--- src/rtl/ps2_scancode_decoder.sv ---
// ps2_scancode_decoder: strips set-2 E0/F0 prefixes into tagged key events queued in a FWFT FIFO.
// Define PS2_ASCII_EN to add shift tracking and a per-entry ASCII translation.
module ps2_scancode_decoder #(
  parameter int FIFO_DEPTH = 8,
  parameter int TIMEOUT_CYCLES = 50000
) (
  input  logic                          clk,
  input  logic                          reset,
  input  logic                          code_valid,
  input  logic [7:0]                    code,
  input  logic                          rd_en,
  output logic [9:0]                    rd_data,
  output logic [7:0]                    ascii,
  output logic                          empty,
  output logic                          full,
  output logic [$clog2(FIFO_DEPTH):0]   count,
  output logic                          overflow,
  input  logic                          ovf_clr
);
  localparam int AW = $clog2(FIFO_DEPTH);
  localparam int TW = TIMEOUT_CYCLES > 0 ? $clog2(TIMEOUT_CYCLES + 1) : 1;
`ifdef PS2_ASCII_EN
  localparam int W = 18;
`else
  localparam int W = 10;
`endif
  localparam logic [1:0] IDLE = 2'd0, PRE_E0 = 2'd1, PRE_F0 = 2'd2, PRE_E0F0 = 2'd3;
  logic [1:0] state, state_nx;
  logic [TW-1:0] tmr;
  logic tmo, disc, pfx, push, pop, wr, drop;
  logic [W-1:0] mem [FIFO_DEPTH];
  logic [W-1:0] entry, head;
  logic [AW-1:0] wp, rp;
  assign disc = code inside {8'h00, 8'hAA, 8'hEE, 8'hFA, 8'hFC, 8'hFE, 8'hFF};
  assign pfx = code == 8'hE0 || code == 8'hF0;
  assign push = code_valid && !disc && !pfx;
  assign tmo = TIMEOUT_CYCLES != 0 && state != IDLE && tmr == TW'(TIMEOUT_CYCLES);
  // State bit 0 marks extended, bit 1 marks release, so the tag bits come straight from the state.
  always_comb
    state_nx = !code_valid ? (tmo ? IDLE : state) :
               (disc || !pfx) ? IDLE :
               code == 8'hE0 ? (state[1] ? PRE_E0F0 : PRE_E0) :
               (state[0] ? PRE_E0F0 : PRE_F0);
  always_ff @(posedge clk)
    if (reset || code_valid || state_nx == IDLE) tmr <= '0;
    else tmr <= tmr + 1'b1;
`ifdef PS2_ASCII_EN
  logic shift;
  logic [7:0] raw, asc;
  always_comb begin
    raw = 8'h00;
    case (code)
      8'h1C: raw = 8'h61; 8'h32: raw = 8'h62; 8'h21: raw = 8'h63; 8'h23: raw = 8'h64;
      8'h24: raw = 8'h65; 8'h2B: raw = 8'h66; 8'h34: raw = 8'h67; 8'h33: raw = 8'h68;
      8'h43: raw = 8'h69; 8'h3B: raw = 8'h6A; 8'h42: raw = 8'h6B; 8'h4B: raw = 8'h6C;
      8'h3A: raw = 8'h6D; 8'h31: raw = 8'h6E; 8'h44: raw = 8'h6F; 8'h4D: raw = 8'h70;
      8'h15: raw = 8'h71; 8'h2D: raw = 8'h72; 8'h1B: raw = 8'h73; 8'h2C: raw = 8'h74;
      8'h3C: raw = 8'h75; 8'h2A: raw = 8'h76; 8'h1D: raw = 8'h77; 8'h22: raw = 8'h78;
      8'h35: raw = 8'h79; 8'h1A: raw = 8'h7A;
      8'h45: raw = 8'h30; 8'h16: raw = 8'h31; 8'h1E: raw = 8'h32; 8'h26: raw = 8'h33;
      8'h25: raw = 8'h34; 8'h2E: raw = 8'h35; 8'h36: raw = 8'h36; 8'h3D: raw = 8'h37;
      8'h3E: raw = 8'h38; 8'h46: raw = 8'h39;
      8'h29: raw = 8'h20; 8'h5A: raw = 8'h0D; 8'h66: raw = 8'h08;
      default: raw = 8'h00;
    endcase
    asc = state != IDLE ? 8'h00 : (shift && raw inside {[8'h61:8'h7A]}) ? raw - 8'h20 : raw;
  end
  always_ff @(posedge clk)
    if (reset) shift <= 1'b0;
    else if (push && !state[0] && (code == 8'h12 || code == 8'h59)) shift <= !state[1];
  assign entry = {asc, state[0], state[1], code};
  assign ascii = empty ? 8'h00 : head[17:10];
`else
  assign entry = {state[0], state[1], code};
  assign ascii = 8'h00;
`endif
  assign head = mem[rp];
  assign rd_data = empty ? 10'h000 : head[9:0];
  assign empty = count == '0;
  assign full = count == (AW+1)'(FIFO_DEPTH);
  assign pop = rd_en && !empty;
  assign wr = push && (!full || pop);
  assign drop = push && full && !pop;
  always_ff @(posedge clk)
    if (wr) mem[wp] <= entry;
  always_ff @(posedge clk)
    if (reset) begin
      state <= IDLE;
      wp <= '0;
      rp <= '0;
      count <= '0;
      overflow <= 1'b0;
    end else begin
      state <= state_nx;
      if (wr) wp <= wp + 1'b1;
      if (pop) rp <= rp + 1'b1;
      count <= count + {{AW{1'b0}}, wr} - {{AW{1'b0}}, pop};
      overflow <= drop || (overflow && !ovf_clr);
    end
endmodule

--- config.mk ---
export PLATFORM = sky130hd
export DESIGN_NAME = ps2_scancode_decoder
export DESIGN_NICKNAME = d
export VERILOG_FILES = /design/src/rtl/ps2_scancode_decoder.sv
export SDC_FILE = /design/constraint.sdc
export NUM_CORES = 1
export LEC_CHECK = 0
export BUFFER_PORTS_ARGS = -buffer_cell sky130_fd_sc_hd__buf_2
export CAP_MARGIN = 20
export CORE_MARGIN = 4
export CORE_UTILIZATION = 35
export DETAILED_ROUTE_END_ITERATION = 12
export GPL_ROUTABILITY_DRIVEN = 0
export SLEW_MARGIN = 20
export SYNTH_ARGS = -nofsm -noshare
export SYNTH_HDL_FRONTEND = slang
export SYNTH_SLANG_ARGS = --single-unit
--- constraint.sdc ---
create_clock -name clk -period 5.5 [get_ports clk]
set_input_delay 0.275 -clock clk [delete_from_list [all_inputs] [get_ports clk]]
set_output_delay 0.275 -clock clk [all_outputs]
set_load 0.01 [all_outputs]
==> impl_metrics.yaml, run 1 <==
grt:
  grt_use_total: 0.124
  antenna_found_initial: 0
  grt_pass1_vias: 2631
  met2_usage: 0.197
  grt_overflow: 0
  grt_pass1_wl_um: 14100
  use_met3: 0.0332
  grt.busiest_layer: "met2"
  grt_max_degree: 21
  use_met1: 0.166
placement:
  place_area_um2: 5000
  portBuffers: 29
  place_inst: 516
  dpl.hpwl_um: 5890
clock_network:
  cts_resized: 0
  insertion_delay_ps: 350
  path_clk_slew_ps: 70
  cts_tree: "yes"
  cts_buffer_depth: 2
  numCtsBuffers: 9
  post-cts-setup-buffer-count: 0
  h-tree-depth: 3
  clockRootBuffer: "clkbuf_16"
  clkSinkCount: 112
  cts_hold_buf: 0
critical_path:
  critPathLaunch: "count[2]$_SDFF_PP0_"
  worstReg2RegStart: "count[2]$_SDFF_PP0_"
  cp_max_fo: 13
  path_class: "reg2reg"
  worst_ep_required_time_ps: 5730
  cp.arrival_ps: 3050
  cp-end-kind: "flip-flop"
  start_kind: "flip-flop"
logic_synthesis:
  synth_edf_count: 80
  synth-simple-area-share: 0.106
  synth-compound-area-share: 0.0259
  synth_area_leaders: "edfxtp_1, dfxtp_1, mux4_2"
  synth_top_cell_area_share: 0.512
  syn_inst: 317
  syn-cell-area_um2: 4690
  synth_cell_types: 41
  ys_warn_count: 0
  syn-mean-instance-area_um2: 14.8
  ys.flop_type: "edfxtp_1"
  ys_ff_latch: 112
  synthAdderAreaFrac: 0.0307
  synth-xor-area-share: 0.0336
  yosysTopAreaCell: "edfxtp_1"
  yosysMostFrequentCell: "edfxtp_1"
  synth_top_family_by_area: "multiplexers"
  seq_area_frac_synth: 0.649
  synth.area.mux_share: 0.122
  async_reset_ff_frac: 0
  yosys-top-cells-count: "edfxtp_1, nor2_1, dfxtp_1"
worst_hold_path:
  hp-start: "ovf_clr"
  hp-class: "in2reg"
route:
  final_antenna_net_count: 0
  vias: 2547
  remaining_drc_errors: 0
  drt-wirelength-per-cell_um: 16.4
  first_pass_iters: 4
  viasPerCell: 4.79
  drt_iter0_markers: 154
  drt_wl_total_um: 8730
layout:
  drive_gt1_frac: 0.236
  final_cell_count_no_fill: 532
  fin_util: 0.401
  postLayoutCellArea_um2: 5280
  syn2layout_area_growth_pct: 12.6
  antenna_cells: 0
  fin_nets: 374
sta:
  fin_crit_ps: 2830
  rsz0062_at_grt: "no"
  slew_violations: 0
  tightest_slew_ps: 1030
  tns_ps: 0
  clock.fmax_mhz: 354
  slew_headroom: 0.314
  finClkSkew_ps: 10.1
  finalCritPeriodShare: 0.514
  setup_viol: 0
  hold_violations: 0
floorplan:
  core-area_um2: 13200
  rows: 42
  die_w_um: 124
  die-height_um: 124
  boundaryPins: 38
  initial_core_util: 0.356
  fp.dieArea_um2: 15300
power_and_ir_drop:
  p_leak_uw: 0.00172
  total_power_uw: 2160
  power.density_nw_per_um2: 408
  peakVddDrop_uv: 224
outcome:
  status: "completed"
flow_run:
  drv_cap: 0
## worst max-delay path, stage by stage, from the launching register on
cell       delay, ps
dfxtp_1          310
inv_1             90
ha_1             140
nor3b_2          680
o21ai_0          270
o2111ai_2        190
o21ai_0          160
ha_1             240
fa_1             380
xnor2_1          180
nor2_1            50
## layout by cell type (no fill, tap or decap), types with 6 or more instances in the layout
master and instances:
mux4_2 20, inv_1 12, a21oi_1 6, dfxtp_1 32, nor2_2 10, xor2_1 7, clkbuf_16 9, xnor2_1 11
nand2_1 12, nor3_1 6, o21ai_0 6, buf_2 29, conb_1 8, nor2_1 38, nand3_1 6, mux2i_1 12
ha_1 9, edfxtp_1 80
## logic make-up (layout without fill, tap and decap cells)
logic type                 Yosys count  after routing
DFF                                112            112
and+or+nand+nor                     97             97
muxes                               32             32
buffers and inverters               28             60
AOI/OAI and AO/OA                   18             18
xor gates and xnor gates            18             18
adders and majority gates           11             11
other                                1              8
## routing by layer
layer | vias up | routed length [um]
met2 | 57 | 4060
met4 | 0 | 135
met5 | - | 0
li1 | 1221 | -
met1 | 1253 | 4060
met3 | 16 | 469
## area by class of cell
type | count | area, um^2
Clock inverter | 7 | 57.6
Clock buffer | 9 | 225
Sequential cell | 112 | 3040
Multi-Input combinational cell | 184 | 1530
Inverter | 12 | 45.0
Fill cell | 1230 | 7910
Timing Repair Buffer | 32 | 168
Tap cell | 176 | 220
## worst paths after layout
check	slack, ps	to	depth (start not counted)
worst max-delay path	2670	count[2]$_SDFF_PP0_	10
worst min-delay path	260	overflow$_SDFF_PP0_	3
worst max register to register	2670	count[2]$_SDFF_PP0_	10
worst min register to register	480	tmr[0]$_SDFF_PP0_	1
## flip-flops by register name, summed over array words and instances (netlist names), named ones only
register  count
count         4
tmr          16
overflow      1
rp            3
mem          80
state         2
wp            3
## stage by stage
stage	worst slack (ps)	hold slack, ps
floorplan	2860	344
global placement	2700	469
detailed placement	2640	471
CTS	2630	243
global route	2370	262
finish	2670	257
## report_power, final
group	leakage, uW	internal [uW]	switching [uW]
sequential	0.000978	959	43.8
clock	0.000142	316	304
combinational	0.000603	255	279
Note: power is estimated with default switching activity, not from simulation.
==> run 2: changes to the inputs <==
clock period = 2.7 ns   (was 5.5 ns; I/O delays follow)
==> run 2 against run 1 <==
  * Global-route usage is 0.13 points higher
  * Worst hold slack got worse by 140 ps
  * Cell count increased by 2.3%
  * Critical path depth fell by 1
  * Fmax increased by 17%
  * Clock power rose by 97%
  * Worst setup slack got worse by 2400 ps
  * Via count up 2.4%
  * Clock skew down 2.2 ps
  * Critical path type unchanged
  * Largest cell class unchanged
  * Non-clock buffer count rose by 12
  * Flip-flop and latch count unchanged
  * Largest power group unchanged
==> impl_metrics.yaml, run 2 (same netlist as run 1, synthesis figures left out) <==
outcome:
  status: "completed"
grt:
  grt_pass1_vias: 2626
  grt_use_total: 0.125
  grt_max_degree: 21
  grt_overflow: 0
  grt_pass1_wl_um: 14200
  antenna_found_initial: 0
critical_path:
  r2r_slack_ps: 280
  ff2ff_path_depth: 9
  cp-end-kind: "flip-flop"
  critPathLaunch: "count[2]$_SDFF_PP0_"
  start_kind: "flip-flop"
  worst_ep_required_time_ps: 2920
  rr_endpoint: "count[1]$_SDFF_PP0_"
  cp.arrival_ps: 2640
  critPathCapture: "count[1]$_SDFF_PP0_"
  cp_max_fo: 7
  worstReg2RegStart: "count[2]$_SDFF_PP0_"
  path_class: "reg2reg"
floorplan:
  die-height_um: 124
  initial_core_util: 0.356
  die_w_um: 124
  boundaryPins: 38
  fp.dieArea_um2: 15300
  rows: 42
  core-area_um2: 13200
layout:
  drive_gt1_frac: 0.258
  final_cell_mix: "edfxtp_1, nor2_1, dfxtp_1, buf_2, mux4_2"
  layout_commonest_cell: "edfxtp_1"
  final_cell_count_no_fill: 544
  antenna_cells: 0
  fin_util: 0.407
  syn2layout_area_growth_pct: 14.3
  largest_register: "mem"
  largest_reg_flops: 80
  fin_nets: 386
  largestRegisters: "mem x80, tmr x16, count x4"
power_and_ir_drop:
  clockPowerShare: 0.277
  total_power_uw: 4390
  power.switching_uw: 1270
  power.density_nw_per_um2: 819
  p_leak_uw: 0.00177
  p_sw_frac: 0.289
  power_frac_seq: 0.458
  peakVddDrop_uv: 497
  internal_power_uw: 3120
  combPwrFrac: 0.265
clock_network:
  post-cts-setup-buffer-count: 0
  clkSinkCount: 112
  insertion_delay_ps: 340
  cts_buffer_depth: 2
  h-tree-depth: 3
  path_clk_slew_ps: 70
  numCtsBuffers: 9
  cts_tree: "yes"
  clockRootBuffer: "clkbuf_16"
flow_run:
  drv_cap: 0
route:
  viasPerCell: 4.79
  remaining_drc_errors: 0
  first_pass_iters: 4
  final_antenna_net_count: 0
  drt_wl_total_um: 8890
  drt-wirelength-per-cell_um: 16.3
  drt_iter0_markers: 232
  vias: 2607
worst_hold_path:
  hp-class: "in2reg"
placement:
  place_inst: 528
  portBuffers: 29
  dpl.hpwl_um: 5860
sta:
  slew_violations: 0
  tightest_slew_ps: 744
  hold_violations: 0
  finalCritPeriodShare: 0.897
  whs_ps: 115
  rsz0062_at_grt: "no"
  fin_crit_ps: 2420
  clock.fmax_mhz: 413
  setup_viol: 0
  tns_ps: 0
  slew_headroom: 0.503
  finClkSkew_ps: 7.90
[run 2: final cells by class]
cell class / count / area (um^2)
fill: 1231 / 7830
multi-input combinational: 184 / 1530
timing repair buffer: 44 / 258
tap: 176 / 220
clock buffer: 9 / 225
sequential: 112 / 3040
clock inverter: 7 / 46.3
inverter: 12 / 45.0
[run 2: worst min path at each step]
stage	startpoint	endpoint	slack, ps	depth (start not counted)
6_report	ovf_clr	overflow$_SDFF_PP0_	110	3
5_1_grt	ovf_clr	overflow$_SDFF_PP0_	130	3
4_1_cts	ovf_clr	overflow$_SDFF_PP0_	100	3
3_5_place_dp	ovf_clr	overflow$_SDFF_PP0_	460	3
3_3_place_gp	wp[0]$_SDFFE_PP0P_	wp[0]$_SDFFE_PP0P_	460	2
2_1_floorplan	reset	wp[2]$_SDFFE_PP0P_	200	1
[run 2: layer usage]
layer	global-route usage	part of all wire	vias to the layer above
li1	-	-	1247
met1	0.168	0.46	1298
met2	0.202	0.48	52
met3	0.0272	0.045	10
met4	0.0401	0.016	0
met5	0	0	-
[run 2: power by group through the flow]
stage	clock, uW	combinational (uW)	sequential [uW]
2_1_floorplan	0	781	2050
3_3_place_gp	0	1170	2040
3_5_place_dp	0	1180	2050
4_1_cts	1250	1190	2010
5_1_grt	1330	1300	2020
6_report	1220	1160	2010
[run 2: timing repair]
| action | 4_1_cts | 5_1_grt |
|---|---|---|
| hold buffers | 0 | 0 |
| setup endpoints to repair | 0 | 1 |
| gates resized for setup | 0 | 1 |
[run 2: worst max-delay path, cell delays in order (launching register included)]
cell and delay [ps]:
dfxtp_1 340, inv_1 80, ha_1 190, nor3b_2 160
o21ai_1 290, o2111ai_2 270, o21ai_0 230, ha_1 210
fa_1 410, nor2b_1 130
[run 2: through the flow]
stage          cell area (um^2)  setup WS, ps
2_1_floorplan              4720          61.6
3_3_place_gp               5090           238
3_5_place_dp               5090           148
4_1_cts                    5360           133
5_1_grt                    5360           138
6_report                   5360           278
==> run 3: changes to the inputs <==
clock period = 2.6 ns   (was 2.7 ns; I/O delays follow)
==> run 3 against run 2 <==
  * Cell area about the same
  * First-iteration DRC count down 13%
  * Worst hold slack worse by 13 ps
  * Non-clock buffer count down 1
  * Via count unchanged
  * Register-to-register slack worse by 90 ps
  * Clock-buffer cell count up 1
  * Cell count down 0.18%
  * Critical endpoint unchanged
==> impl_metrics.yaml, run 3 (same netlist as run 1, synthesis figures left out) <==
clock_network:
  clkSinkCount: 112
  numCtsBuffers: 9
  h-tree-depth: 3
  cts_buffer_depth: 2
  clockRootBuffer: "clkbuf_16"
  cts_tree: "yes"
  cts_hold_buf: 0
  path_clk_slew_ps: 70
  insertion_delay_ps: 340
  post-cts-setup-buffer-count: 0
  cts_resized: 0
critical_path:
  r2r_slack_ps: 180
  critPathLaunch: "count[2]$_SDFF_PP0_"
  cp-end-kind: "flip-flop"
  rr_endpoint: "count[1]$_SDFF_PP0_"
  ff2ff_path_depth: 9
  critPathCapture: "count[1]$_SDFF_PP0_"
  crit_chain: "inv_1 -> ha_1 -> nor3b_2 -> o21ai_1 -> o2111ai_2 -> o21ai_0 -> ha_1 -> fa_1 -> nor2b_1"
  max_stage_delay_ps: 420
  start_kind: "flip-flop"
  worst_ep_required_time_ps: 2830
  path_class: "reg2reg"
  worstReg2RegStart: "count[2]$_SDFF_PP0_"
  cp_common_cell: "ha_1"
  cp_max_fo: 7
  cp.arrival_ps: 2640
  slowest_stage: "fa_1"
route:
  final_antenna_net_count: 0
  drt-wirelength-per-cell_um: 16.6
  drt_iter0_markers: 202
  drt_wl_total_um: 9030
  vias: 2607
  first_pass_iters: 4
  viasPerCell: 4.80
  remaining_drc_errors: 0
floorplan:
  rows: 42
  die-height_um: 124
  die_w_um: 124
  core-area_um2: 13200
  boundaryPins: 38
  fp.dieArea_um2: 15300
  initial_core_util: 0.356
worst_hold_path:
  min_path_cells: 3
  hp-class: "in2reg"
power_and_ir_drop:
  peakVddDrop_uv: 443
  power.switching_uw: 1300
  p_sw_frac: 0.285
  combPwrFrac: 0.270
  power.density_nw_per_um2: 851
  power_frac_seq: 0.458
  clockPowerShare: 0.272
  p_leak_uw: 0.00177
  internal_power_uw: 3260
sta:
  clock.fmax_mhz: 414
  finalCritPeriodShare: 0.929
  tns_ps: 0
  finClkSkew_ps: 6.01
  whs_ps: 102
  tightest_slew_ps: 732
  slew_violations: 0
  slew_headroom: 0.511
  rsz0062_at_grt: "no"
  setup_viol: 0
  fin_crit_ps: 2420
  hold_violations: 0
outcome:
  status: "completed"
layout:
  largest_register: "mem"
  antenna_cells: 0
  final_cell_mix: "edfxtp_1, nor2_1, dfxtp_1, buf_2, mux4_2"
  postLayoutCellArea_um2: 5370
  syn2layout_area_growth_pct: 14.4
  largestRegisters: "mem x80, tmr x16, count x4"
  largest_reg_flops: 80
  layout_commonest_cell: "edfxtp_1"
  drive_gt1_frac: 0.259
  fin_util: 0.407
  fillerInstances: 1230
  final_cell_count_no_fill: 543
  fin_nets: 385
grt:
  antenna_found_initial: 0
  grt_pass1_wl_um: 14000
  grt_overflow: 0
  grt_use_total: 0.126
  grt_max_degree: 21
  grt_pass1_vias: 2555
flow_run:
  drv_cap: 0
placement:
  place_area_um2: 5100
  portBuffers: 29
  dpl.hpwl_um: 5910
  place_inst: 527
## run 3: worst max-delay path: cells and delay by family, from the launching register on
family          cells  cell delay, ps
compound gates      3             750
fa+ha+maj           3             830
buf+inv             1              80
flops               1             340
simple gates        2             290
## run 3: cell type report
cell class	count	area (um^2)	share of cell area
tap	176	220	0.0410
clock buffer	10	229	0.0427
timing repair buffer	43	263	0.0490
inverter	12	45.0	0.00840
sequential	112	3040	0.567
clock inverter	6	35.0	0.00653
multi-input combinational	184	1530	0.285
## run 3: worst min path at each step
stage | startpoint | endpoint
3_3_place_gp | code[0] | mem[4][0]$_DFFE_PP_
6_report | ovf_clr | overflow$_SDFF_PP0_
5_1_grt | ovf_clr | overflow$_SDFF_PP0_
2_1_floorplan | reset | wp[2]$_SDFFE_PP0P_
3_5_place_dp | ovf_clr | overflow$_SDFF_PP0_
4_1_cts | ovf_clr | overflow$_SDFF_PP0_
## run 3: per-stage QoR
step           setup WS, ps  power (uW)
2_1_floorplan          4.31        2940
3_3_place_gp            188        3360
3_5_place_dp            118        3380
4_1_cts                66.6        4630
5_1_grt                37.4        4830
6_report                184        4570
## run 3: power groups by stage
stage | clock [uW] | combinational [uW] | sequential, uW
floorplan | 0 | 811 | 2120
global placement | 0 | 1240 | 2130
detailed placement | 0 | 1250 | 2130
CTS | 1280 | 1260 | 2090
global route | 1360 | 1360 | 2100
finish | 1240 | 1230 | 2090
## run 3: layer usage
metal / routed length [um] / track usage
met3: 445 / 0.0441
met1: 4140 / 0.173
met2: 4370 / 0.195
met5: 0 / 0
met4: 75 / 0.0249
